$ cat config.mk
export PLATFORM = sky130hd
export DESIGN_NAME = hc595_serial_rx
export DESIGN_NICKNAME = d
export VERILOG_FILES = /design/src/rtl/hc595_serial_rx.sv
export SDC_FILE = /design/constraint.sdc
export NUM_CORES = 1
export LEC_CHECK = 0
export CORE_MARGIN = 1
export CORE_UTILIZATION = 40
export CTS_CLUSTER_DIAMETER = 30
export CTS_CLUSTER_SIZE = 14
export DETAILED_ROUTE_END_ITERATION = 8
export PLACE_DENSITY = 0.67
export SYNTH_ARGS = -nofsm -noshare
export SYNTH_HDL_FRONTEND = slang
export SYNTH_SLANG_ARGS = --single-unit
$ cat constraint.sdc
create_clock -name clk -period 4.1 [get_ports clk]
set_input_delay 1.23 -clock clk [delete_from_list [all_inputs] [get_ports clk]]
set_output_delay 1.23 -clock clk [all_outputs]
set_load 0.01 [all_outputs]
$ cat src/rtl/hc595_serial_rx.sv
// hc595_serial_rx: oversampled 74HC595 three-wire receiver rebuilding the storage register with frame checks
module hc595_serial_rx #(
  parameter int WIDTH = 8,
  parameter bit MSB_FIRST = 1'b1,
  parameter int SYNC_STAGES = 2,
  parameter int TIMEOUT = 12000,
  localparam int CW = $clog2(2*WIDTH)+1
) (
  input  logic             clk,
  input  logic             rst,
  input  logic             i_data,
  input  logic             i_data_clk,
  input  logic             i_refresh_clk,
  output logic [WIDTH-1:0] o_buf,
  output logic             o_valid,
  output logic             o_frame_err,
  output logic             o_timeout,
  output logic [CW-1:0]    o_bit_cnt
);
  localparam int TW = $clog2(TIMEOUT+1);
  localparam int MW = $clog2(SYNC_STAGES+2);
  typedef enum logic {IDLE, SHIFTING} state_t;
  state_t state;
  logic [SYNC_STAGES-1:0] sync_data, sync_dclk, sync_rclk;
  logic hist_dclk, hist_rclk, armed, d_rise, r_rise, expire;
  logic [MW-1:0] mask;
  logic [TW-1:0] tcnt;
  logic [WIDTH-1:0] sr, shifted;
  logic [CW-1:0] cnt_inc;
  always_comb begin
    state = (o_bit_cnt != '0) ? SHIFTING : IDLE;
    armed = mask == MW'(SYNC_STAGES+1);
    d_rise = armed & sync_dclk[SYNC_STAGES-1] & ~hist_dclk;
    r_rise = armed & sync_rclk[SYNC_STAGES-1] & ~hist_rclk;
    shifted = MSB_FIRST ? {sr[WIDTH-2:0], sync_data[SYNC_STAGES-1]} : {sync_data[SYNC_STAGES-1], sr[WIDTH-1:1]};
    cnt_inc = (o_bit_cnt == CW'(2*WIDTH)) ? o_bit_cnt : o_bit_cnt + CW'(1);
    expire = (state == SHIFTING) & (tcnt == TW'(TIMEOUT-1));
  end
  always_ff @(posedge clk) begin
    if (rst) begin
      sync_data <= '0;
      sync_dclk <= '0;
      sync_rclk <= '0;
      hist_dclk <= 1'b0;
      hist_rclk <= 1'b0;
      mask <= '0;
      sr <= '0;
      tcnt <= '0;
      o_buf <= '0;
      o_valid <= 1'b0;
      o_frame_err <= 1'b0;
      o_timeout <= 1'b0;
      o_bit_cnt <= '0;
    end else begin
      sync_data <= {sync_data[SYNC_STAGES-2:0], i_data};
      sync_dclk <= {sync_dclk[SYNC_STAGES-2:0], i_data_clk};
      sync_rclk <= {sync_rclk[SYNC_STAGES-2:0], i_refresh_clk};
      hist_dclk <= sync_dclk[SYNC_STAGES-1];
      hist_rclk <= sync_rclk[SYNC_STAGES-1];
      mask <= armed ? mask : mask + MW'(1);
      o_valid <= r_rise;
      o_timeout <= ~r_rise & ~d_rise & expire;
      if (d_rise) sr <= shifted;
      if (r_rise) begin
        o_buf <= sr;
        o_frame_err <= o_bit_cnt != CW'(WIDTH);
      end
      o_bit_cnt <= r_rise ? (d_rise ? CW'(1) : '0) : d_rise ? cnt_inc : expire ? '0 : o_bit_cnt;
      tcnt <= (r_rise | d_rise) ? '0 : expire ? TW'(TIMEOUT) : (state == SHIFTING) ? tcnt + TW'(1) : tcnt;
    end
  end
endmodule

==> impl_metrics.json <==
{
  "status": "finished, final reports clean",
  "cp-end-kind": "primary output",
  "antenna_found_initial": 0,
  "setup_ws_ps": 1490,
  "critPathRequiredTime_ps": 2870,
  "yosys.area.top_type": "dfxtp_1",
  "drc": 0,
  "post_cts_buffers": 0,
  "nets": 240,
  "die_w_um": 71.32,
  "n_antenna_cell": 0,
  "crit_path_max_incr_delay_ps": 590,
  "ys_seq_area_share_pct": 50.00,
  "fin_crit_ps": 2610,
  "postCtsHoldBufs": 0,
  "path_class": "register to primary output",
  "die_area_sq_um": 5086,
  "synthArstFlopShare_pct": 0,
  "grt_pass1_wl_mm": 5.961,
  "switching_share_pct": 20.99,
  "ios": 21,
  "fillers": 432,
  "drt_pass1_iterations": 4,
  "ir_worst_vdd_mv": 0.2483,
  "ys_ff_latch": 48,
  "cp.buffers_inverters": 1,
  "hold_path_class": "register to register",
  "crit_fanout": 9,
  "syn_area_sq_um": 1922,
  "cts_resized": 0,
  "power_leakage_nw": 0.8548,
  "start_kind": "register",
  "syn_nets": 220,
  "clkLatencyLatePin_ps": 300,
  "seq_power_share_pct": 54.9,
  "grt-ovfl-total": 0,
  "syn-mean-instance-area_sq_um": 9.108,
  "pwr-share-comb_pct": 3.8,
  "place_ws_ps": 1423,
  "cts_root_buffer": "clkbuf_8",
  "core-area_sq_um": 4474,
  "hold_viol_final": 0,
  "cts_buffer_depth": 2,
  "cpMaxStageDelayCell": "clkdlybuf4s50_1",
  "setup_violations": 0,
  "clkSinkCount": 48,
  "numPortBuffers": 20,
  "clkTransAtPathRegs_ps": 90,
  "maxSlewViolCount": 0,
  "timing.final.crit_share_pct": 63.66,
  "synthFlopType": "dfxtp_1",
  "cts-buffers-inserted": 5,
  "drive_above_1_share_pct": 5.172,
  "rsz0062_at_grt": "false",
  "die_y_um": 71.32,
  "synth_top_area_share_pct": 50.00,
  "skew_ps": 5.922,
  "grt_pass1_vias": 1316,
  "worst_slew_pin_slew_ps": 657.2,
  "clock.fmax_mhz": 383.1,
  "num_vias": 1412,
  "grt_max_degree": 34,
  "h-tree-depth": 2,
  "internal_power_uw": 687.7,
  "cp_data_arrival_time_ps": 1380,
  "viasPerCell": 4.972,
  "cp_top_family": "buffers and inverters",
  "num_rows": 24,
  "synth_area_leaders": "dfxtp_1, nor2_1, nand2_1",
  "initial_core_util_pct": 42.95,
  "grtUsageTotal_pct": 15.21,
  "ys.warnings.count": 0,
  "p_clk_share_pct": 41.4,
  "powerDensity_nw_per_um2": 381.8,
  "detail-route-antenna-nets": 0,
  "synth_cell_types": 36,
  "path_cells": "clkdlybuf4s50_1",
  "tns_ps": 0,
  "power.switching_uw": 182.7,
  "synth-edff-count": 0,
  "routed_wirelength_mm": 3.515,
  "drt_iter0_markers": 79,
  "wl_per_cell_um": 12.38,
  "relSlewSlack_pct": 56.07,
  "place_hpwl_mm": 2.402,
  "syn_to_final_growth_pct": 18.62,
  "synthCells": 211,
  "cts_tree": "done",
  "max_cap_viol_count": 0,
  "routabilityCongestion": 0.7799
}
cells in the mapped netlist (all sizes together) (2+ instances only):
cell type,n
nor2,30
or3,3
a21oi,17
xnor2,7
dfxtp,48
buf,3
or4b,3
nand2,27
nor3,3
nand3,9
inv,3
ha,4
mux2i,9
nor4,2
nor2b,12
o21ai,5
clkbuf,5
xor2,7
or2,2
registers in the layout, indices dropped and copies added, names as in the netlist:
| signal | cells |
|---|---|
| tcnt | 14 |
| o_buf | 8 |
| sr | 8 |
| o_bit_cnt | 5 |
| mask | 2 |
| sync_data | 2 |
| sync_dclk | 2 |
| sync_rclk | 2 |
| hist_dclk | 1 |
| hist_rclk | 1 |
| o_frame_err | 1 |
| o_timeout | 1 |
| o_valid | 1 |
final timing paths:
kind / cells past startpoint / slack (ps) / end / start
setup reg to reg: 5 / 1790 / o_bit_cnt[1]$_SDFFE_PP0P_ / mask[0]$_SDFFE_PP0P_
setup / recovery: 1 / 1490 / o_bit_cnt[2] / o_bit_cnt[2]$_SDFFE_PP0P_
hold reg to reg: 1 / 450 / sync_rclk[1]$_SDFF_PP0_ / sync_rclk[0]$_SDFF_PP0_
hold / removal: 1 / 450 / sync_rclk[1]$_SDFF_PP0_ / sync_rclk[0]$_SDFF_PP0_
placed cells by master, fill, tap and decap left out, types with 2 or more instances in the layout:
cell and instances:
nor3_1 2, or3_1 3, nand3_1 9, or4b_1 2, nor4_1 2, o21ai_0 2
o21ai_1 3, dfxtp_1 48, nand2_1 27, inv_1 3, nor2b_1 12, xor2_1 7
xnor2_1 7, clkbuf_8 6, clkdlybuf4s50_1 20, ha_1 4, nor2_1 30, a21oi_1 17
mux2i_1 9
layer usage:
layer	track usage [%]	vias to the layer above	routed length (um)
met5	0	-	0
met4	5.333	0	17
met3	5.063	2	100
met2	24.13	17	1608
met1	19.41	650	1789
li1	-	743	-
per-stage QoR:
step | hold slack, ps | total power, mW | cells | area, sq um | utilization, %
final | 448.6 | 0.8704 | 284 | 2280 | 50.95
after global routing | 459.8 | 0.9052 | 284 | 2280 | 50.95
after CTS | 448.9 | 0.8811 | 284 | 2280 | 50.95
after detailed placement | 427.4 | 0.5218 | 276 | 2158 | 48.24
after global placement | 420.8 | 0.5203 | 276 | 2158 | 48.24
after floorplan | 413.8 | 0.5116 | 211 | 1922 | -
kinds of logic after synthesis:
group | after synthesis | synth area share (%)
xor gates and xnor gates | 14 | 6.380
DFF | 48 | 50.00
buffers and inverters | 11 | 2.474
AOI/OAI and AO/OA | 26 | 7.422
adders and majority gates | 4 | 2.604
muxes | 9 | 4.688
and+or+nand+nor | 99 | 26.43
cell type report:
cell class | count | area (sq um) | area share, %
sequential | 48 | 960.9 | 42.15
multi-input combinational | 152 | 913.4 | 40.07
timing repair buffer | 21 | 207.7 | 9.111
clock buffer | 6 | 82.58 | 3.622
tap | 52 | 65.06 | 2.854
clock inverter | 2 | 38.79 | 1.701
inverter | 3 | 11.26 | 0.4940
power groups by stage:
| stage | Sequential, mW | Combinational [mW] | Clock, mW |
|---|---|---|---|
| 3_3_place_gp | 0.488 | 0.0321 | 0 |
| 3_5_place_dp | 0.489 | 0.0333 | 0 |
| 4_1_cts | 0.478 | 0.0335 | 0.370 |
| 5_1_grt | 0.479 | 0.0377 | 0.389 |
| 6_report | 0.478 | 0.0328 | 0.360 |
| 2_1_floorplan | 0.488 | 0.0238 | 0 |
(Power assumes the default switching activity.)
